==> src/rtl/cnn_seq_ctrl.sv <==
// Layer/stage sequencer for a CNN datapath. Walks the enabled stages of a
// latched stage mask in ascending order, repeats that walk once per layer,
// and guards every stage with an optional watchdog.
//
// Stage handshake: the controller issues a one-cycle stage_en[i] pulse.
// The stage reports completion by raising the level stage_done[i]. The
// controller accepts that completion only on a later cycle in which
// stage_en[i] is low and i is the current stage. A stale done that is still
// high from an earlier pass is therefore never taken in the pulse cycle.
// done bits of other stages are ignored.
module cnn_seq_ctrl #(
   parameter int NUM_STAGES = 4,
   parameter int LAYER_W    = 4,
   parameter int TMO_W      = 16
) (
   input  logic                  clk,
   input  logic                  rst,
   input  logic                  en,
   input  logic                  abort,
   input  logic [NUM_STAGES-1:0] mode,
   input  logic [LAYER_W-1:0]    num_layers,
   input  logic [TMO_W-1:0]      tmo_limit,
   input  logic [NUM_STAGES-1:0] stage_done,
   output logic [NUM_STAGES-1:0] stage_en,
   output logic                  busy,
   output logic                  done,
   output logic                  err,
   output logic [2:0]            cur_stage,
   output logic [LAYER_W-1:0]    layer_idx
);

   typedef enum logic {ST_IDLE = 1'b0, ST_WAIT = 1'b1} state_t;

   state_t                state_q, state_d;
   logic [NUM_STAGES-1:0] mode_q, mode_d;
   logic [LAYER_W-1:0]    nl_q, nl_d;
   logic [TMO_W-1:0]      tmo_q, tmo_d;
   logic [NUM_STAGES-1:0] stage_en_q, stage_en_d;
   logic                  done_q, done_d;
   logic                  err_q, err_d;
   logic [2:0]            cur_q, cur_d;
   logic [LAYER_W-1:0]    layer_q, layer_d;
   logic [TMO_W-1:0]      wd_q, wd_d;

   // Stage vectors widened to 8 bits so a 3-bit stage index selects cleanly.
   logic [7:0]         mode_in8, mode_q8, done8, en8;
   logic [2:0]         low_in, low_q;
   logic [3:0]         next_q;
   logic               accept;
   logic [LAYER_W:0]   layer_inc;
   logic               more_layers;
   logic [TMO_W-1:0]   wd_inc;

   // Index of the lowest set bit (0 when the mask is empty).
   function automatic logic [2:0] lowest_bit(input logic [7:0] m);
      logic [2:0] r;
      r = '0;
      for (int i = 7; i >= 0; i--) begin
         if (m[i]) r = 3'(i);
      end
      return r;
   endfunction

   // {found, index} of the lowest set bit strictly above cur.
   function automatic logic [3:0] next_above(input logic [7:0] m, input logic [2:0] cur);
      logic [3:0] r;
      r = '0;
      for (int i = 7; i >= 0; i--) begin
         if (m[i] && (i > int'(cur))) r = {1'b1, 3'(i)};
      end
      return r;
   endfunction

   assign mode_in8    = 8'(mode);
   assign mode_q8     = 8'(mode_q);
   assign done8       = 8'(stage_done);
   assign en8         = 8'(stage_en_q);
   assign low_in      = lowest_bit(mode_in8);
   assign low_q       = lowest_bit(mode_q8);
   assign next_q      = next_above(mode_q8, cur_q);
   assign accept      = (state_q == ST_WAIT) && !en8[cur_q] && done8[cur_q];
   assign layer_inc   = {1'b0, layer_q} + {{LAYER_W{1'b0}}, 1'b1};
   assign more_layers = layer_inc < {1'b0, nl_q};
   assign wd_inc      = wd_q + {{(TMO_W-1){1'b0}}, 1'b1};

   // Next-state logic: start/reject in IDLE; abort, advance or timeout in WAIT.
   always_comb begin
      logic       issue;
      logic [7:0] pulse8;
      state_d = state_q;
      mode_d  = mode_q;
      nl_d    = nl_q;
      tmo_d   = tmo_q;
      done_d  = done_q;
      err_d   = err_q;
      cur_d   = cur_q;
      layer_d = layer_q;
      wd_d    = wd_q;
      issue   = 1'b0;
      pulse8  = '0;
      stage_en_d = '0;
      case (state_q)
         ST_IDLE: begin
            if (en) begin
               if ((mode != '0) && (num_layers != '0)) begin
                  mode_d  = mode;
                  nl_d    = num_layers;
                  tmo_d   = tmo_limit;
                  done_d  = 1'b0;
                  err_d   = 1'b0;
                  layer_d = '0;
                  cur_d   = low_in;
                  wd_d    = '0;
                  issue   = 1'b1;
                  state_d = ST_WAIT;
               end else begin
                  done_d = 1'b1;
                  err_d  = 1'b1;
               end
            end
         end
         ST_WAIT: begin
            if (abort) begin
               state_d = ST_IDLE;
               done_d  = 1'b0;
            end else if (accept) begin
               if (next_q[3]) begin
                  cur_d = next_q[2:0];
                  wd_d  = '0;
                  issue = 1'b1;
               end else if (more_layers) begin
                  layer_d = layer_inc[LAYER_W-1:0];
                  cur_d   = low_q;
                  wd_d    = '0;
                  issue   = 1'b1;
               end else begin
                  state_d = ST_IDLE;
                  done_d  = 1'b1;
               end
            end else begin
               wd_d = wd_inc;
               if ((tmo_q != '0) && (wd_inc == tmo_q)) begin
                  state_d = ST_IDLE;
                  done_d  = 1'b1;
                  err_d   = 1'b1;
               end
            end
         end
         default: state_d = ST_IDLE;
      endcase
      pulse8 = 8'b0000_0001 << cur_d;
      if (issue) stage_en_d = pulse8[NUM_STAGES-1:0];
   end

   // State and datapath registers, cleared asynchronously by the active-low reset.
   always_ff @(posedge clk or negedge rst) begin
      if (!rst) begin
         state_q    <= ST_IDLE;
         mode_q     <= '0;
         nl_q       <= '0;
         tmo_q      <= '0;
         stage_en_q <= '0;
         done_q     <= 1'b0;
         err_q      <= 1'b0;
         cur_q      <= '0;
         layer_q    <= '0;
         wd_q       <= '0;
      end else begin
         state_q    <= state_d;
         mode_q     <= mode_d;
         nl_q       <= nl_d;
         tmo_q      <= tmo_d;
         stage_en_q <= stage_en_d;
         done_q     <= done_d;
         err_q      <= err_d;
         cur_q      <= cur_d;
         layer_q    <= layer_d;
         wd_q       <= wd_d;
      end
   end

   assign stage_en  = stage_en_q;
   assign busy      = (state_q == ST_WAIT);
   assign done      = done_q;
   assign err       = err_q;
   assign cur_stage = cur_q;
   assign layer_idx = layer_q;

endmodule

==> config.mk <==
export PLATFORM = sky130hd
export DESIGN_NAME = cnn_seq_ctrl
export DESIGN_NICKNAME = d
export VERILOG_FILES = /design/src/rtl/cnn_seq_ctrl.sv
export SDC_FILE = /design/constraint.sdc
export NUM_CORES = 1
export LEC_CHECK = 0
export CORE_MARGIN = 3
export CORE_UTILIZATION = 31
export DETAILED_ROUTE_END_ITERATION = 8
export DONT_BUFFER_PORTS = 1
export PLACE_DENSITY = 0.43
export SYNTH_ARGS = -nofsm -noshare
export SYNTH_HDL_FRONTEND = slang
export SYNTH_SLANG_ARGS = --single-unit
==> constraint.sdc <==
create_clock -name clk -period 2.9 [get_ports clk]
set_input_delay 0.58 -clock clk [delete_from_list [all_inputs] [get_ports clk]]
set_output_delay 0.58 -clock clk [all_outputs]
set_load 0.01 [all_outputs]
==> impl_metrics.csv <==
group,metric,value,unit
clock_network,cts-root-buf,"clkbuf_8",
clock_network,cts_sinks,54,
clock_network,clk_pin_slew_worst_paths,110,ps
clock_network,htreeDepth,2,
synth,synth_cell_type_count,62,
final_layout,fin_cells,512,
clock_network,cts_resized,0,
die,die_y,109,µm
pwr,p_seq_share,41.2,%
sta,max_freq,0.369,GHz
route,drc,0,
die,chipWidth,109,µm
synth,synth_nets,411,
die,ioPinCount,46,
global_route,grt_max_degree,55,
sta,period_minus_slack,2710,ps
global_route,grt_first_pass_wirelength,14000,µm
die,core,10000,µm²
placed_design,portBuffers,0,
sta,relSlewSlack,59.1,%
synth,ys_seq_elements,54,
global_route,overflow,0,
final_layout,drive_gt1_share,10.6,%
pwr,p_sw_share,44.1,%
final_layout,num_antenna_cells,0,
global_route,antenna_found_initial,0,
final_layout,nets,415,
route,wire_per_inst,16.5,µm
clock_network,clk_path_buf_depth,2,
critical_path,path_class,"register to register",
sta,rsz0062_at_grt,"no",
placed_design,dp.cells,503,
critical_path,cp.required,3110,ps
clock_network,clock_latency,320,ps
route,drt_pass1_iterations,4,
clock_network,cts_tree,"done",
route,viasPerCell,5.25,
final_layout,fill_cells,1066,
pwr,intPower,1.77,mW
global_route,grt_usage,15.1,%
critical_path,cp_slowest_stage_delay,550,ps
sta,max_slew.worst_pin.slew,613,ps
sta,fin_setup_tns,0,ps
route,ant_nets,0,
pwr,ir_drop,0.000373,V
critical_path,arrival,2920,ps
job,drv_cap,0,
critical_path,timing.critical_path.from,"layer_idx[1]$_DFFE_PN0P_",
worst_hold_path,hp-class,"input pin to async pin",
pwr,p_clk_share,13.7,%
die,start_util,32.7,%
pwr,powerDensity,885,nW/µm²
final_layout,post-route-util,35.6,%
sta,fin_crit_sh,93.3,%
critical_path,worst_setup_path_end_kind,"register",
route,dr.first_iter.drc_count,123,
synth,synth_area,3280,µm²
synth,synth_edf_count,0,
synth,syn_inst,374,
critical_path,cp_common_cell,"ha_1",
pwr,p_sw,1.39,mW
critical_path,slowest_stage,"a32o_1",
synth,synthFlopType,"dfrtp_1",
synth,seq_area_frac_synth,41.1,%
critical_path,crit_fanout,16,
sta,setup_viol,0,
synth,synth-async-reset-ratio,100,%
placed_design,gp_congestion,0.783,
die,rows,36,
placed_design,dp_hpwl,6240,µm
route,drt_wl_total,8430,µm
sta,report.final.slew_viol_count,0,
pwr,p_comb_share,45.1,%
synth,synth_area_per_cell,8.78,µm²
run_status,status,"completed",
clock_network,cts_made_buffers,5,
route,vias,2687,
global_route,grt_pass1_vias,2615,
critical_path,worst_setup_path_start_kind,"register",
final_layout,area_growth,8.80,%
critical_path,cp_cell_sequence,"ha_1, ha_1, a21bo_2, a21oi_1, or2_2, a32o_1, o21ai_0, o41ai_1",
synth,yosys_warnings,0,
sta,hold_viol,0,
critical_path,rr_startpoint,"layer_idx[1]$_DFFE_PN0P_",
sta,worst_clock_skew,13.0,ps
pwr,leakage,1.61,nW
die,die-area,11900,µm²
cells in the mapped netlist, types with 3 or more instances:
master	instances	area [µm²]
a211o_1	3	26.3
a21oi_1	7	35.0
a31o_2	3	26.3
a31oi_1	3	18.8
and2_1	3	18.8
and4_1	3	26.3
buf_2	5	25.0
buf_4	3	22.5
clkbuf_1	3	11.3
dfrtp_1	54	1350
ha_1	5	62.6
inv_1	14	52.6
mux2i_1	3	30.0
nand2_1	79	297
nand2b_1	6	37.5
nand3_1	9	45.0
nand4_1	4	25.0
nor2_1	33	124
nor2b_1	5	31.3
nor3_1	6	30.0
nor4_1	10	62.6
o21ai_0	32	160
o31ai_1	6	45.0
o41ai_1	3	26.3
xnor2_1	18	158
xor2_1	7	61.3
path summary, 6_finish.rpt:
kind,end,slack (ps),cells past startpoint
setup / recovery,wd_q[3]$_DFFE_PN0P_,190,8
hold / removal,layer_idx[1]$_DFFE_PN0P_,120,1
setup reg to reg,wd_q[3]$_DFFE_PN0P_,190,8
hold reg to reg,wd_q[15]$_DFFE_PN0P_,520,1
max in group asynchronous,tmo_q[10]$_DFFE_PN0P_,2550,1
min in group clk,mode_q[1]$_DFFE_PN0P_,360,2
metal layers:
metal | wire length, µm | vias to the layer above | global-route usage (%)
met5 | 0 | - | 0
met4 | 68 | 0 | 3.52
met3 | 413 | 5 | 3.97
met2 | 3660 | 54 | 22.0
met1 | 4290 | 1299 | 22.2
li1 | - | 1329 | -
power by group through the flow:
stage,sequential (mW),clock [mW],combinational [mW]
floorplan,1.23,0,1.08
CTS,1.31,0.459,1.44
finish,1.30,0.432,1.43
detailed placement,1.32,0,1.41
global route,1.35,0.489,1.61
global placement,1.33,0,1.41
placed cells by master (no fill, tap or decap), types with 4 or more instances in the layout:
master / n
a21oi_1: 7
buf_4: 10
clkbuf_8: 5
dfrtp_1: 54
ha_1: 5
inv_1: 14
nand2_1: 79
nand2b_1: 6
nand3_1: 9
nand4_1: 4
nor2_1: 33
nor2b_1: 5
nor3_1: 5
nor4_1: 10
o21ai_0: 32
o31ai_1: 6
xnor2_1: 18
xor2_1: 7
state kept, by name, summed over array words and instances (netlist names):
signal / flops
err: 1
nl_q: 4
layer_idx: 4
done: 1
busy: 1
mode_q: 4
stage_en: 4
cur_stage: 3
tmo_q: 16
wd_q: 16
cells by family (layout without fill, tap and decap cells):
kind of cell,count (synthesis),in the layout,share of synthesized area [%]
adders and majority gates,5,5,1.90
DFF,54,54,41.1
muxes,4,4,1.60
buffers and inverters,29,34,3.89
xor gates and xnor gates,25,25,6.67
AOI/OAI and AO/OA,80,80,16.9
and+or+nand+nor,177,177,27.9
critical path, delay by kind of cell (launching register included):
family | cells | cell delay, ps
and+or+nand+nor | 1 | 190
DFF | 1 | 460
adders and majority gates | 2 | 590
AOI/OAI and AO/OA | 5 | 1360
area by class of cell:
type                       instances  area [µm²]  area share (%)
multi-input combinational        291        1810            50.7
timing repair buffer              11         103            2.87
clock buffer                       6        72.6            2.03
clock inverter                     2        13.8           0.385
inverter                          15        56.3            1.58
sequential                        54        1350            37.8
tap                              133         166            4.66
repair_timing:
item / 4_1_cts / 5_1_grt
setup buffers: 0 / 0
hold endpoints to repair: 54 / 0
hold buffers: 1 / 0
metrics by stage:
step                      hold slack (ps)  power [mW]  setup WS (ps)  area (µm²)
final                                 123        3.16            193        3570
after global routing                  120        3.45           14.6        3570
after CTS                             121        3.20            216        3570
after detailed placement              288        2.73            248        3460
after global placement                288        2.73            300        3460
after floorplan                       284        2.31            524        3280
No activity file was read; power rests on OpenSTA's default activity.
